--- config.mk ---
export PLATFORM = sky130hd
export DESIGN_NAME = fp_add_arbiter_flat
export DESIGN_NICKNAME = d
export VERILOG_FILES = /design/src/rtl/fp_add_arbiter_if.sv /design/src/rtl/fp_add_arbiter.sv /design/src/flat_wrapper.sv
export SDC_FILE = /design/constraint.sdc
export NUM_CORES = 1
export LEC_CHECK = 0
export CORE_UTILIZATION = 39
export CTS_CLUSTER_DIAMETER = 30
export DETAILED_ROUTE_END_ITERATION = 10
export HOLD_SLACK_MARGIN = 0.15
export PLACE_DENSITY = 0.81
export SLEW_MARGIN = 20
export SYNTH_ARGS = -nofsm -noshare
export SYNTH_HDL_FRONTEND = slang
export SYNTH_SLANG_ARGS = --single-unit
--- constraint.sdc ---
create_clock -name clock -period 4.06 [get_ports clock]
set_input_delay 1.015 -clock clock [delete_from_list [all_inputs] [get_ports clock]]
set_output_delay 1.015 -clock clock [all_outputs]
set_load 0.02 [all_outputs]
--- src/rtl/fp_add_arbiter_if.sv ---
// Bundle between the requesters, the shared fp_add instance and fp_add_arbiter.
// master = requester/adder side, slave = arbiter side.
interface fp_add_arbiter_if #(
  parameter int NREQ  = 4,
  parameter int WIDTH = 16
);
  logic [NREQ-1:0]       req_valid;
  logic [NREQ-1:0]       req_ready;
  logic [NREQ*WIDTH-1:0] req_dataa;
  logic [NREQ*WIDTH-1:0] req_datab;
  logic                  add_valid;
  logic [WIDTH-1:0]      add_dataa;
  logic [WIDTH-1:0]      add_datab;
  logic                  add_result_valid;
  logic [WIDTH-1:0]      add_result;
  logic [NREQ-1:0]       resp_valid;
  logic [WIDTH-1:0]      resp_result;
  logic                  busy;
  logic                  tag_error;

  modport master (
    output req_valid, req_dataa, req_datab, add_result_valid, add_result,
    input  req_ready, add_valid, add_dataa, add_datab, resp_valid, resp_result,
           busy, tag_error
  );

  modport slave (
    input  req_valid, req_dataa, req_datab, add_result_valid, add_result,
    output req_ready, add_valid, add_dataa, add_datab, resp_valid, resp_result,
           busy, tag_error
  );
endinterface

--- src/rtl/fp_add_arbiter.sv ---
// Round-robin sharing of one pipelined fp_add between NREQ requesters, with an
// owner-tag pipe that routes each result back and flags valid-stream mismatches.
module fp_add_arbiter #(
  parameter int NREQ        = 4,
  parameter int WIDTH       = 16,
  parameter int ADD_LATENCY = 3
) (
  input  logic          clock,
  input  logic          clock_areset_n,
  input  logic          enable,
  fp_add_arbiter_if.slave bus
);
  localparam int IDW = (NREQ > 1) ? $clog2(NREQ) : 1;

  logic [IDW-1:0]   ptr_r;
  logic [IDW-1:0]   ptr_nxt_s;
  logic             grant_s;
  logic [IDW-1:0]   grant_idx_s;
  logic [NREQ-1:0]  ready_s;
  logic [WIDTH-1:0] sel_a_s;
  logic [WIDTH-1:0] sel_b_s;

  logic             add_valid_r;
  logic [WIDTH-1:0] add_dataa_r;
  logic [WIDTH-1:0] add_datab_r;
  logic [IDW-1:0]   add_id_r;

  logic [ADD_LATENCY-1:0] tag_vld_r;
  logic [IDW-1:0]         tag_id_r [ADD_LATENCY];

  logic             tag_last_vld_s;
  logic [IDW-1:0]   tag_last_id_s;
  logic             deliver_s;
  logic             mismatch_s;
  logic [NREQ-1:0]  resp_onehot_s;
  logic [NREQ-1:0]  resp_valid_r;
  logic [WIDTH-1:0] resp_result_r;
  logic             tag_error_r;

  // Round-robin search from ptr_r; reset is folded in so req_ready drops immediately.
  always_comb begin
    logic [31:0] idx_v;
    idx_v       = 32'd0;
    grant_s     = 1'b0;
    grant_idx_s = '0;
    ready_s     = '0;
    for (int k = 0; k < NREQ; k++) begin
      idx_v = (32'(ptr_r) + 32'(k)) % 32'(NREQ);
      if (!grant_s && enable && clock_areset_n && bus.req_valid[idx_v[IDW-1:0]]) begin
        grant_s     = 1'b1;
        grant_idx_s = idx_v[IDW-1:0];
      end else begin
        grant_s     = grant_s;
      end
    end
    if (grant_s) begin
      ready_s[grant_idx_s] = 1'b1;
    end else begin
      ready_s = '0;
    end
  end

  // Pointer advance past the winner and operand lane select.
  always_comb begin
    if (grant_idx_s == IDW'(NREQ - 1)) begin
      ptr_nxt_s = '0;
    end else begin
      ptr_nxt_s = grant_idx_s + IDW'(1);
    end
    sel_a_s = bus.req_dataa[32'(grant_idx_s)*WIDTH +: WIDTH];
    sel_b_s = bus.req_datab[32'(grant_idx_s)*WIDTH +: WIDTH];
  end

  // Issue stage: pointer and registered operands toward the adder; data holds when idle.
  always_ff @(posedge clock or negedge clock_areset_n) begin
    if (!clock_areset_n) begin
      ptr_r       <= '0;
      add_valid_r <= 1'b0;
      add_dataa_r <= '0;
      add_datab_r <= '0;
      add_id_r    <= '0;
    end else begin
      add_valid_r <= grant_s;
      if (grant_s) begin
        ptr_r       <= ptr_nxt_s;
        add_dataa_r <= sel_a_s;
        add_datab_r <= sel_b_s;
        add_id_r    <= grant_idx_s;
      end else begin
        ptr_r       <= ptr_r;
        add_dataa_r <= add_dataa_r;
        add_datab_r <= add_datab_r;
        add_id_r    <= add_id_r;
      end
    end
  end

  // Owner tag pipe; its last stage lines up with the adder's result_valid.
  always_ff @(posedge clock or negedge clock_areset_n) begin
    if (!clock_areset_n) begin
      tag_vld_r <= '0;
      for (int k = 0; k < ADD_LATENCY; k++) begin
        tag_id_r[k] <= '0;
      end
    end else begin
      tag_vld_r[0] <= add_valid_r;
      tag_id_r[0]  <= add_id_r;
      for (int k = 1; k < ADD_LATENCY; k++) begin
        tag_vld_r[k] <= tag_vld_r[k-1];
        tag_id_r[k]  <= tag_id_r[k-1];
      end
    end
  end

  // A result is only routed when both streams agree; any disagreement is a mismatch.
  always_comb begin
    tag_last_vld_s = tag_vld_r[ADD_LATENCY-1];
    tag_last_id_s  = tag_id_r[ADD_LATENCY-1];
    deliver_s      = bus.add_result_valid & tag_last_vld_s;
    mismatch_s     = bus.add_result_valid ^ tag_last_vld_s;
    resp_onehot_s  = '0;
    if (deliver_s) begin
      resp_onehot_s[tag_last_id_s] = 1'b1;
    end else begin
      resp_onehot_s = '0;
    end
  end

  // Response strobe, shared result word and sticky mismatch flag.
  always_ff @(posedge clock or negedge clock_areset_n) begin
    if (!clock_areset_n) begin
      resp_valid_r  <= '0;
      resp_result_r <= '0;
      tag_error_r   <= 1'b0;
    end else begin
      resp_valid_r <= resp_onehot_s;
      tag_error_r  <= tag_error_r | mismatch_s;
      if (deliver_s) begin
        resp_result_r <= bus.add_result;
      end else begin
        resp_result_r <= resp_result_r;
      end
    end
  end

  assign bus.req_ready   = ready_s;
  assign bus.add_valid   = add_valid_r;
  assign bus.add_dataa   = add_dataa_r;
  assign bus.add_datab   = add_datab_r;
  assign bus.resp_valid  = resp_valid_r;
  assign bus.resp_result = resp_result_r;
  assign bus.busy        = add_valid_r | (|tag_vld_r);
  assign bus.tag_error   = tag_error_r;
endmodule

--- src/flat_wrapper.sv ---
// flat-port wrapper written by rule: the top's interface ports become plain ports
module fp_add_arbiter_flat 
#(
  parameter int NREQ        = 4,
  parameter int WIDTH       = 16,
  parameter int ADD_LATENCY = 3
)
  (clock, clock_areset_n, enable, bus_req_valid, bus_req_dataa, bus_req_datab, bus_add_result_valid, bus_add_result, bus_req_ready, bus_add_valid, bus_add_dataa, bus_add_datab, bus_resp_valid, bus_resp_result, bus_busy, bus_tag_error);
  fp_add_arbiter_if #(.NREQ(NREQ), .WIDTH(WIDTH)) bus_i ();
  input  logic clock;
  input  logic clock_areset_n;
  input  logic enable;
  input wire logic [$bits(bus_i.req_valid)-1:0] bus_req_valid;
  input wire logic [$bits(bus_i.req_dataa)-1:0] bus_req_dataa;
  input wire logic [$bits(bus_i.req_datab)-1:0] bus_req_datab;
  input wire logic [$bits(bus_i.add_result_valid)-1:0] bus_add_result_valid;
  input wire logic [$bits(bus_i.add_result)-1:0] bus_add_result;
  output wire logic [$bits(bus_i.req_ready)-1:0] bus_req_ready;
  output wire logic [$bits(bus_i.add_valid)-1:0] bus_add_valid;
  output wire logic [$bits(bus_i.add_dataa)-1:0] bus_add_dataa;
  output wire logic [$bits(bus_i.add_datab)-1:0] bus_add_datab;
  output wire logic [$bits(bus_i.resp_valid)-1:0] bus_resp_valid;
  output wire logic [$bits(bus_i.resp_result)-1:0] bus_resp_result;
  output wire logic [$bits(bus_i.busy)-1:0] bus_busy;
  output wire logic [$bits(bus_i.tag_error)-1:0] bus_tag_error;
  assign bus_i.req_valid = bus_req_valid;
  assign bus_i.req_dataa = bus_req_dataa;
  assign bus_i.req_datab = bus_req_datab;
  assign bus_i.add_result_valid = bus_add_result_valid;
  assign bus_i.add_result = bus_add_result;
  assign bus_req_ready = bus_i.req_ready;
  assign bus_add_valid = bus_i.add_valid;
  assign bus_add_dataa = bus_i.add_dataa;
  assign bus_add_datab = bus_i.add_datab;
  assign bus_resp_valid = bus_i.resp_valid;
  assign bus_resp_result = bus_i.resp_result;
  assign bus_busy = bus_i.busy;
  assign bus_tag_error = bus_i.tag_error;
  fp_add_arbiter #(.NREQ(NREQ), .WIDTH(WIDTH), .ADD_LATENCY(ADD_LATENCY)) u_core (.clock(clock), .clock_areset_n(clock_areset_n), .enable(enable), .bus(bus_i));
endmodule
# Word-level counts from Yosys, hierarchy flattened
# Index checks and enable logic that the tools add are counted.
[classes]
addsub = 4
magnitude_cmp = 8
n_eq_ne = 1
shifts = 2
muxes = 23
bitwise_logic = 4
n_reduce_logical = 17
[ops]
columns = ["cell", "n"]
rows = [
  ["$shiftx 64x7->16", 2],
  ["$lt 2x3->1 const B", 6],
  ["$logic_and 1x1->1", 13],
  ["$mux 1", 10],
  ["$mux 2", 5],
  ["$bmux 1 s2", 4],
  ["$mux 4", 2],
  ["$add 2x1->2 const B", 2],
  ["$add 2x2->2 const B", 2],
  ["$demux 1 s2", 2],
  ["$ge 2x1->1 const B", 2],
  ["$logic_not 1->1", 3],
  ["$reduce_or 3->1", 1],
  ["$eq 2x2->1 const B", 1],
  ["$or 1x1->1", 2],
  ["$and 1x1->1", 1],
  ["$xor 1x1->1", 1],
]
[totals]
reg_bits = 67
input_bits = 152
output_inout_bits = 59
elab_cells = 71

# Depth between registers and ports, before layout
# Gate-level depths: netlist of run 1.
[depth]
depth_word = 24
ltp_mapped = 10
mapped_depth_nobuf = 7

# Worst setup path after synthesis of run 1
# OpenSTA, ideal clock, no wires.
[synth_timing]
path_kind = "input to output"
from = "input port bus_req_valid[1]"
to = "output port bus_req_ready[3]"
arrival_time_ps = 2830
t_required_ps = 3045
slack_ps = 215
path_stages = 8
n_path_buf = 2
path_cell_list = "buf_4 nor2b_1 a22o_1 o22a_1 o31ai_4 buf_6 ha_1 and2_1"
[synth_via]
elab_chain_len = 24
word_cells_on_any_way = 35
cone_classes = "order compare (2); mux (19); reduce/logical (14)"
[synth_rtl]
columns = ["element", "line", "source"]
rows = [
  ["start, declared", "flat_wrapper.sv:13", "input wire logic [$bits(bus_i.req_valid)-1:0] bus_req_valid;"],
  ["$bmux 1 s2", "fp_add_arbiter.sv:49", "if (!grant_s && enable && clock_areset_n && bus.req_valid[idx_v[IDW-1:0]]) begin"],
  ["$mux 1 (implied by the code)", "fp_add_arbiter.sv:49", ""],
  ["$logic_and 1x1->1", "fp_add_arbiter.sv:49", ""],
  ["$mux 1", "fp_add_arbiter.sv:49", ""],
  ["$logic_not 1->1", "fp_add_arbiter.sv:49", ""],
  ["$logic_and 1x1->1 (3 in a row)", "fp_add_arbiter.sv:49", ""],
  ["$mux 1", "fp_add_arbiter.sv:49", ""],
  ["$logic_not 1->1", "fp_add_arbiter.sv:49", ""],
  ["(+4 left out)", "-", ""],
  ["$logic_not 1->1", "fp_add_arbiter.sv:49", ""],
  ["$logic_and 1x1->1 (3 in a row)", "fp_add_arbiter.sv:49", ""],
  ["$mux 2", "fp_add_arbiter.sv:49", ""],
  ["$lt 2x3->1 (implied by the code) or $ge 2x1->1 (tied branches)", "fp_add_arbiter.sv:57", "ready_s[grant_idx_s] = 1'b1;"],
  ["$logic_and 1x1->1 (implied by the code)", "fp_add_arbiter.sv:57", ""],
  ["$mux 1 (implied by the code)", "fp_add_arbiter.sv:57", ""],
  ["$demux 1 s2", "-", ""],
  ["$mux 4 *", "fp_add_arbiter.sv:56", "if (grant_s) begin"],
  ["end, declared", "flat_wrapper.sv:18", "output wire logic [$bits(bus_i.req_ready)-1:0] bus_req_ready;"],
]
# Every way passes the cells marked *; elsewhere a longest branch is shown, timed or not. The select of a mux whose other input is x is not followed.

# Worst setup path in the final report of run 1
# Ends and elaborated chain as after synthesis.

==> impl_metrics.csv, run 1 <==
group,metric,value,unit
clock_tree,cts.root.buffer_cell,"clkbuf_8",
synthesis,synth.area.top_cells,"dfrtp_1 (44%), mux2i_1 (17%), mux2_4 (9.8%)",
job,max_cap_viol_count,0,
timing,setup_violations,0,
detailed_routing,drc_errors,0,
critical_path,crit_arrival,2.95,ns
final_layout,instances_no_fill,671,
detailed_routing,viasPerCell,4.82,
timing,skew,0.00534,ns
synthesis,synthCells,329,
timing,fmaxAchievable,0.252,GHz
pwr,pwr-share-comb,36.4,%
pwr,ir_drop,0.180,mV
timing,relSlewSlack,44.8,%
placed_design,place_ws,-0.393,ns
die,rows,35,
synthesis,ys_ff_latch,67,
timing,rsz0062_at_grt,"false",
die,die_width,101,µm
clock_tree,clk_latency,0.32,ns
final_layout,antenna_cells,0,
detailed_routing,ant_nets,0,
synthesis,syn_avg_cell_area,11.6,µm²
die,io_pins,211,
detailed_routing,first_pass_iters,4,
critical_path,endpoint_kind,"primary output",
synthesis,synth_top_cell_area_share,43.9,%
die,core-area,0.00937,mm²
timing,worst_pin_slew,0.828,ns
global_route,grt-ovfl-total,0,
timing,tns,0,ns
pwr,netSwitchingFraction,28.9,%
pwr,p_leak,3.02,nW
placed_design,gp_congestion,0.734,
synthesis,ys.flop_type,"dfrtp_1",
pwr,power,2.18,mW
clock_tree,path_clk_slew,0.06,ns
critical_path,startpoint,"bus_req_valid[1]",
timing,fin_crit_sh,97.7,%
critical_path,required,3.04,ns
final_layout,nets,692,
timing,slew_violations,0,
critical_path,cp-start-kind,"primary input",
timing,fin_crit,3.97,ns
pwr,p_int,1.55,mW
global_route,antenna_found_initial,0,
clock_tree,cts_tree,"built",
clock_tree,clk_path_buf_depth,2,
global_route,grt_util_all_layers,18.8,%
placed_design,dp.cells,656,
placed_design,port_buffers,210,
critical_path,path_class,"primary input to primary output",
pwr,pwr-share-seq,38.9,%
critical_path,r2r_slack,1.37,ns
detailed_routing,post_drt_wl_per_cell,14.4,µm
synthesis,synth_top_cell_by_area,"dfrtp_1",
detailed_routing,vias,3236,
critical_path,worstPathMaxFanout,7,
critical_path,r2r_cells,7,
final_layout,syn_to_final_growth,63.0,%
synthesis,synth_seq_area_share,43.9,%
critical_path,crit_end,"bus_req_ready[3]",
die,die_y,101,µm
detailed_routing,dr.first_iter.drc_count,67,
pwr,power_frac_clock,24.7,%
timing,hold_slack,0.348,ns
die,die_area,0.0102,mm²
global_route,grt_pass1_vias,3207,
synthesis,synth_warnings,0,
critical_path,r2r-start,"u_core.ptr_r[1]$_DFFE_PN0P_",
clock_tree,htreeDepth,3,
final_layout,drive_gt1_share,16.6,%
run_status,status,"complete, no violations",
synthesis,synth-edff-count,0,
timing,hold_viol_final,0,
hold_path,hold_class,"register to register",
global_route,grt_pass1_wl,15.0,mm
pwr,powerDensity,350,mW/mm²
synthesis,synth_area,0.00382,mm²
detailed_routing,wirelength,9.64,mm
die,initial_core_util,40.8,%
pwr,p_sw,0.630,mW
synthesis,synth_nets,483,
synthesis,synthDistinctLibCells,42,
global_route,grt_max_degree,68,
synthesis,postSynth.asyncResetShare,100,%
clock_tree,clock_sinks,67,
timing,layout_setup_ws,0.0948,ns
critical_path,r2r-end,"u_core.bus.add_dataa[5]$_DFFE_PN0P_",
clock_tree,cts_made_buffers,9,
placed_design,hpwl,7.67,mm
==> stage by stage <==
stage	utilization [%]	instance area, µm²
floorplan	-	3820
global placement	64.4	6040
detailed placement	64.4	6040
CTS	66.5	6230
global route	66.4	6230
finish	66.4	6230
==> cells in the mapped netlist (2+ instances only) <==
| cell type | n |
|---|---|
| a211oi_1 | 2 |
| a221oi_1 | 2 |
| and2_1 | 2 |
| and3_1 | 2 |
| buf_2 | 9 |
| buf_4 | 3 |
| buf_8 | 2 |
| clkbuf_1 | 10 |
| dfrtp_1 | 67 |
| ha_1 | 2 |
| inv_1 | 4 |
| mux2_2 | 24 |
| mux2_4 | 25 |
| mux2i_1 | 66 |
| nand2_1 | 41 |
| nand2b_1 | 2 |
| nor2_1 | 9 |
| nor2b_1 | 2 |
| o21ai_0 | 8 |
| o21ai_1 | 20 |
| o21ai_2 | 6 |
==> critical path, stage by stage <==
cell,delay [ns]
clkdlybuf4s50_1,0.50
buf_4,0.16
nor2b_1,0.05
o211a_1,0.20
o221ai_1,0.33
o31ai_4,0.17
ha_1,0.23
and2_1,0.13
clkbuf_2,0.15
==> power by group through the flow <==
stage | registers [mW] | logic [mW] | clock network, mW
2_1_floorplan | 0.962 | 0.296 | 0
4_1_cts | 0.850 | 0.805 | 0.558
5_1_grt | 0.863 | 0.848 | 0.588
3_5_place_dp | 0.862 | 0.804 | 0
6_report | 0.848 | 0.794 | 0.539
3_3_place_gp | 0.853 | 0.788 | 0
==> cell type report <==
type	count	area (µm²)
Sequential cell	67	1680
Fill cell	773	3150
Timing Repair Buffer	224	2190
Inverter	4	15.0
Clock inverter	2	35.0
Multi-Input combinational cell	232	1980
Tap cell	129	161
Clock buffer	13	159
==> layer usage <==
metal	up-vias	global-route usage, %	share of wire, %
met5	-	0	0
met3	16	5.69	8.0
met1	1488	21.1	39
met2	149	33.7	51
li1	1583	-	-
met4	0	6.69	1.9
==> registers in the layout (all words and copies together), names as in the netlist <==
signal,flops
u_core.tag_vld_r,3
u_core.bus.add_valid,1
u_core.ptr_r,2
u_core.bus.add_datab,16
u_core.bus.add_dataa,16
u_core.bus.tag_error,1
u_core.tag_last_id_s,2
u_core.bus.resp_valid,4
u_core.add_id_r,2
u_core.tag_id_r,4
u_core.bus.resp_result,16
==> worst min path at each step <==
stage,start,endpoint,depth (start not counted)
after global placement,u_core.tag_id_r[5]$_DFF_PN0_,u_core.tag_id_r[3]$_DFF_PN0_,0
after detailed placement,u_core.tag_id_r[3]$_DFF_PN0_,u_core.tag_last_id_s[1]$_DFF_PN0_,0
after CTS,u_core.tag_id_r[3]$_DFF_PN0_,u_core.tag_last_id_s[1]$_DFF_PN0_,0
final,u_core.tag_id_r[3]$_DFF_PN0_,u_core.tag_last_id_s[1]$_DFF_PN0_,0
after floorplan,u_core.tag_id_r[4]$_DFF_PN0_,u_core.tag_id_r[2]$_DFF_PN0_,0
after global routing,u_core.tag_id_r[3]$_DFF_PN0_,u_core.tag_last_id_s[1]$_DFF_PN0_,0
==> kinds of logic (layout without fill, tap and decap cells) <==
| kind of cell | count (synthesis) | after routing | synth area share, % |
|---|---|---|---|
| adder cells (fa/ha/maj) | 2 | 2 | 0.655 |
| AND/OR/NAND/NOR | 66 | 66 | 7.66 |
| multiplexers | 116 | 116 | 34.9 |
| buffers and inverters | 30 | 243 | 4.59 |
| AO/OA/AOI/OAI | 48 | 48 | 8.32 |
| flip-flops | 67 | 67 | 43.9 |
==> cells in the final DEF, fill, tap and decap left out, drive strengths merged, types with 4 or more instances in the layout <==
cell type	Yosys	final
nor2	9	9
buf	15	15
o21ai	34	34
mux2	49	49
inv	4	4
mux2i	66	66
nand2	41	41
clkbuf	11	15
dfrtp	67	67
clkdlybuf4s50	0	204
==> repair_timing <==
action	in CTS	in global routing
buffers inserted	0	0
gates resized for setup	6	5
endpoints found under the setup margin	4	2
pin swaps	1	1
hold buffers	0	0
Power figures use the tool's default switching activity.
==> run 2: changes to the inputs <==
--- a/config.mk
+++ b/config.mk
@@ -10,6 +10,7 @@
 export DETAILED_ROUTE_END_ITERATION = 10
 export HOLD_SLACK_MARGIN = 0.15
 export PLACE_DENSITY = 0.81
+export REMOVE_ABC_BUFFERS = 1
 export SLEW_MARGIN = 20
 export SYNTH_ARGS = -nofsm -noshare
 export SYNTH_HDL_FRONTEND = slang
==> impl_metrics.csv, run 2 (synthesized netlist as in run 1, its figures left out) <==
group,metric,value,unit
final_layout,antenna_cells,0,
die,rows,35,
critical_path,cp-start-kind,"primary input",
placed_design,port_buffers,210,
global_route,grt_pass1_wl,14.9,mm
critical_path,r2r_cells,9,
die,core-area,0.00937,mm²
final_layout,fin_util,67.8,%
clock_tree,clk_path_buf_depth,2,
placed_design,hpwl,7.73,mm
global_route,grt_pass1_vias,3267,
global_route,grt-ovfl-total,0,
timing,skew,0.00898,ns
detailed_routing,wirelength,9.86,mm
critical_path,path_class,"primary input to primary output",
final_layout,layout_common_cells,"clkdlybuf4s50_1 (201), dfrtp_1 (67), mux2i_1 (66)",
pwr,netSwitchingFraction,29.2,%
critical_path,crit_arrival,2.84,ns
die,initial_core_util,40.8,%
timing,fin_crit_sh,94.9,%
timing,tns,0,ns
pwr,power_frac_clock,27.1,%
pwr,pwr-share-comb,35.6,%
pwr,p_int,1.61,mW
clock_tree,htreeDepth,3,
pwr,power,2.27,mW
timing,worst_pin_slew,0.840,ns
placed_design,gp_congestion,0.753,
detailed_routing,viasPerCell,4.86,
critical_path,worstPathMaxFanout,6,
die,io_pins,211,
timing,rsz0062_at_grt,"false",
critical_path,required,3.04,ns
final_layout,syn_to_final_growth,66.3,%
detailed_routing,vias,3307,
clock_tree,cts_made_buffers,9,
die,die_y,101,µm
timing,relSlewSlack,44.0,%
critical_path,slowest_delay,0.49,ns
pwr,p_sw,0.662,mW
final_layout,final_common_cell,"clkdlybuf4s50_1",
hold_path,hold_class,"register to register",
clock_tree,hold_buffers,0,
job,max_cap_viol_count,0,
detailed_routing,dr.first_iter.drc_count,40,
global_route,grt_util_all_layers,19.1,%
timing,fin_crit,3.85,ns
global_route,antenna_found_initial,0,
detailed_routing,first_pass_iters,4,
clock_tree,cts.root.buffer_cell,"clkbuf_8",
detailed_routing,ant_nets,0,
pwr,p_leak,3.10,nW
timing,slew_violations,0,
critical_path,cp_common_cell,"buf_4",
clock_tree,cts_tree,"built",
die,die_area,0.0102,mm²
clock_tree,path_clk_slew,0.08,ns
critical_path,crit_chain,"dlygate4sd2_1 -> mux4_2 -> a21oi_2 -> o22a_1 -> o31ai_4 -> buf_4 -> ha_2 -> and2_1 -> buf_4",
clock_tree,clock_sinks,67,
hold_path,hold_depth,0,
critical_path,cp_slowest_cell,"mux4_2",
pwr,powerDensity,357,mW/mm²
timing,hold_viol_final,0,
timing,fmaxAchievable,0.260,GHz
timing,setup_violations,0,
clock_tree,clk_latency,0.34,ns
final_layout,nets,701,
run_status,status,"complete, no violations",
final_layout,drive_gt1_share,19.4,%
global_route,grt_max_degree,70,
critical_path,endpoint_kind,"primary output",
detailed_routing,drc_errors,0,
pwr,ir_drop,0.234,mV
die,die_width,101,µm
pwr,pwr-share-seq,37.4,%
detailed_routing,post_drt_wl_per_cell,14.5,µm
-- run 2: path summary, 6_finish.rpt --
kind                                               from  slack, ns                                     end
max in group asynchronous                clock_areset_n       2.63     u_core.bus.add_dataa[7]$_DFFE_PN0P_
max reg2reg                 u_core.ptr_r[1]$_DFFE_PN0P_       1.26     u_core.bus.add_dataa[2]$_DFFE_PN0P_
min                        u_core.tag_id_r[3]$_DFF_PN0_       0.34       u_core.tag_last_id_s[1]$_DFF_PN0_
max                                    bus_req_valid[2]       0.21                        bus_req_ready[3]
min reg2reg                u_core.tag_id_r[3]$_DFF_PN0_       0.34       u_core.tag_last_id_s[1]$_DFF_PN0_
min in group asynchronous                clock_areset_n       0.90  u_core.bus.resp_result[10]$_DFFE_PN0P_
-- run 2: power by group through the flow --
stage               logic [mW]  clock network [mW]  registers (mW)
CTS                      0.810               0.629           0.849
global placement         0.794                   0           0.854
finish                   0.807               0.614           0.848
detailed placement       0.809                   0           0.861
floorplan                0.287                   0           0.968
global route             0.862               0.655           0.864
-- run 2: per-layer routing --
metal  part of all wire [%]  global-route usage, %  vias up
met5                      0                      0        -
met4                    1.8                   7.92        0
met3                    8.6                   5.96       13
li1                       -                      -     1604
met1                     37                   19.9     1546
met2                     52                   35.5      144
-- run 2: timing repair --
action / in CTS / in global routing
endpoints found under the setup margin: 4 / 4
pin swaps: 1 / 2
setup buffers: 0 / 3
gates resized for setup: 8 / 16
-- run 2: worst max-delay path, delay by kind of cell --
kind | cells | cell delay, ns
adder cells (fa/ha/maj) | 1 | 0.18
AO/OA/AOI/OAI | 3 | 0.41
multiplexers | 1 | 0.49
AND/OR/NAND/NOR | 1 | 0.13
buffers and inverters | 3 | 0.61
-- run 2: area by class of cell --
type                       instances  area [µm²]
fill                             770        3020
clock inverter                     6        88.8
multi-input combinational        232        2000
clock buffer                      10         138
timing repair buffer             233        2270
tap                              129         161
inverter                           4        15.0
sequential                        67        1680
-- run 2: per-stage QoR --
step	setup slack [ns]	cell area (µm²)	hold WS, ns	std cells
after floorplan	-3.33	3660	0.331	303
after global placement	-0.328	6080	0.334	662
after detailed placement	-0.403	6080	0.336	662
after CTS	-0.0513	6310	0.347	678
after global routing	0.141	6350	0.354	681
final	0.207	6350	0.342	681
==> run 3: changes to the inputs <==
--- a/config.mk
+++ b/config.mk
@@ -5,11 +5,11 @@
 export SDC_FILE = /design/constraint.sdc
 export NUM_CORES = 1
 export LEC_CHECK = 0
-export CORE_UTILIZATION = 39
+export CORE_UTILIZATION = 42
 export CTS_CLUSTER_DIAMETER = 30
 export DETAILED_ROUTE_END_ITERATION = 10
 export HOLD_SLACK_MARGIN = 0.15
-export PLACE_DENSITY = 0.81
+export PLACE_DENSITY = 0.86
 export REMOVE_ABC_BUFFERS = 1
 export SLEW_MARGIN = 20
 export SYNTH_ARGS = -nofsm -noshare
==> constraint.sdc (replaced) <==
create_clock -name clock -period 4.6 [get_ports clock]
set_input_delay 1.15 -clock clock [delete_from_list [all_inputs] [get_ports clock]]
set_output_delay 1.15 -clock clock [all_outputs]
set_load 0.02 [all_outputs]
==> impl_metrics.csv, run 3 (synthesized netlist as in run 1, its figures left out) <==
group,metric,value,unit
run_status,status,"complete, no violations",
pwr,p_leak,3.03,nW
clock_tree,htreeDepth,3,
critical_path,r2r_cells,7,
clock_tree,clk_path_buf_depth,2,
clock_tree,path_clk_slew,0.08,ns
critical_path,path_class,"primary input to primary output",
detailed_routing,wirelength,10.4,mm
timing,skew,0.00979,ns
placed_design,gp_congestion,0.801,
final_layout,drive_gt1_share,16.9,%
timing,setup_violations,0,
global_route,grt_util_all_layers,22.7,%
timing,worst_pin_slew,1.07,ns
timing,slew_violations,0,
die,rows,34,
critical_path,startpoint,"bus_req_valid[2]",
critical_path,crit_arrival,3.31,ns
critical_path,endpoint_kind,"primary output",
global_route,grt-ovfl-total,0,
detailed_routing,viasPerCell,5.12,
clock_tree,cts_tree,"built",
global_route,grt_pass1_vias,3516,
critical_path,cp-start-kind,"primary input",
placed_design,hpwl,8.10,mm
global_route,grt_max_degree,68,
placed_design,port_buffers,210,
clock_tree,cts_setup_buffers,0,
pwr,ir_drop,0.190,mV
hold_path,min-delay-start,"u_core.tag_id_r[3]$_DFF_PN0_",
final_layout,antenna_cells,0,
die,io_pins,211,
job,max_cap_viol_count,0,
timing,fmaxAchievable,0.224,GHz
detailed_routing,dr.first_iter.drc_count,62,
hold_path,hold_class,"register to register",
detailed_routing,vias,3330,
timing,hold_viol_final,0,
die,core-area,0.00876,mm²
detailed_routing,post_drt_wl_per_cell,15.9,µm
final_layout,layout_common_cells,"clkdlybuf4s50_1 (205), dfrtp_1 (67), mux2i_1 (66)",
critical_path,worstPathMaxFanout,14,
detailed_routing,first_pass_iters,4,
timing,relSlewSlack,28.7,%
final_layout,fillCellCount,644,
die,die_area,0.00948,mm²
global_route,grt_pass1_wl,17.1,mm
clock_tree,hold_buffers,0,
pwr,powerDensity,322,mW/mm²
final_layout,final_common_cell,"clkdlybuf4s50_1",
final_layout,fin_area,0.00623,mm²
critical_path,required,3.45,ns
die,initial_core_util,43.6,%
hold_path,hold_depth,0,
timing,fin_crit_sh,97.0,%
clock_tree,clk_latency,0.34,ns
clock_tree,cts_made_buffers,9,
placed_design,place_area,0.00601,mm²
timing,layout_setup_ws,0.139,ns
clock_tree,cts.root.buffer_cell,"clkbuf_8",
global_route,antenna_found_initial,0,
final_layout,nets,692,
detailed_routing,drc_errors,0,
final_layout,syn_to_final_growth,63.2,%
timing,fin_crit,4.46,ns
critical_path,r2r-start,"u_core.ptr_r[0]$_DFFE_PN0P_",
timing,tns,0,ns
placed_design,place_ws,-0.142,ns
detailed_routing,ant_nets,0,
clock_tree,clock_sinks,67,
die,die_width,97.4,µm
die,die_y,97.4,µm
timing,rsz0062_at_grt,"false",
[run 3: cell types whose count changed in the layout (fill, tap and decap cells not counted), sizes merged]
cell           before  now
buf                26   16
clkbuf             10    9
clkdlybuf4s50     201  205
clkinvlp            2    1
dlymetal6s2s        3    0
inv                 4    6
[run 3: final timing paths]
path / end / slack (ns)
setup / recovery: bus_req_ready[1] / 0.14
hold / removal: u_core.tag_last_id_s[1]$_DFF_PN0_ / 0.35
setup reg to reg: u_core.bus.add_datab[8]$_DFFE_PN0P_ / 1.83
hold reg to reg: u_core.tag_last_id_s[1]$_DFF_PN0_ / 0.35
max in group asynchronous: u_core.bus.add_dataa[4]$_DFFE_PN0P_ / 3.05
min in group asynchronous: u_core.tag_last_id_s[1]$_DFF_PN0_ / 1.03
[run 3: cell type report]
type / instances / area (µm²) / area share, %
clock buffers: 9 / 124 / 1.99
flip-flops and latches: 67 / 1680 / 26.9
inverters: 4 / 15.0 / 0.241
well taps: 108 / 135 / 2.17
multi-input cells: 232 / 1980 / 31.8
clock inverters: 7 / 98.8 / 1.59
repair buffers: 224 / 2200 / 35.3
[run 3: metal layers]
metal	track usage (%)	wire [µm]	up-vias	share of wire, %
li1	-	-	1583	-
met1	23.9	3790	1556	37
met2	42.8	5490	172	53
met3	6.69	892	19	8.6
met4	7.24	193	0	1.9
met5	0	0	-	0
[run 3: critical path, cell delays in order]
cell	delay [ns]
clkdlybuf4s50_1	0.58
mux4_1	0.26
a21oi_1	0.04
o22a_1	0.22
o31ai_4	0.35
buf_4	0.17
buf_4	0.27
nor2_1	0.09
buf_4	0.17
[run 3: where the power goes]
group / total (mW) / internal (mW) / leakage (nW) / switching (mW)
clock: 0.549 / 0.309 / 0.110 / 0.240
combinational: 0.707 / 0.404 / 2.09 / 0.303
sequential: 0.752 / 0.688 / 0.827 / 0.0636
total: 2.01 / 1.40 / 3.03 / 0.607
[run 3: per-stage QoR]
stage / power, mW / util, % / std cells / hold WS, ns
floorplan: 1.11 / - / 303 / 0.331
global placement: 1.45 / 68.6 / 635 / 0.334
detailed placement: 1.48 / 68.6 / 635 / 0.335
CTS: 2.03 / 71.1 / 651 / 0.348
global route: 2.11 / 71.1 / 651 / 0.357
finish: 2.01 / 71.1 / 651 / 0.348
[run 3: timing repair]
action                                 CTS  global route
resized for setup                        4             0
setup endpoints to repair                3             0
endpoints found under the hold margin    0             0
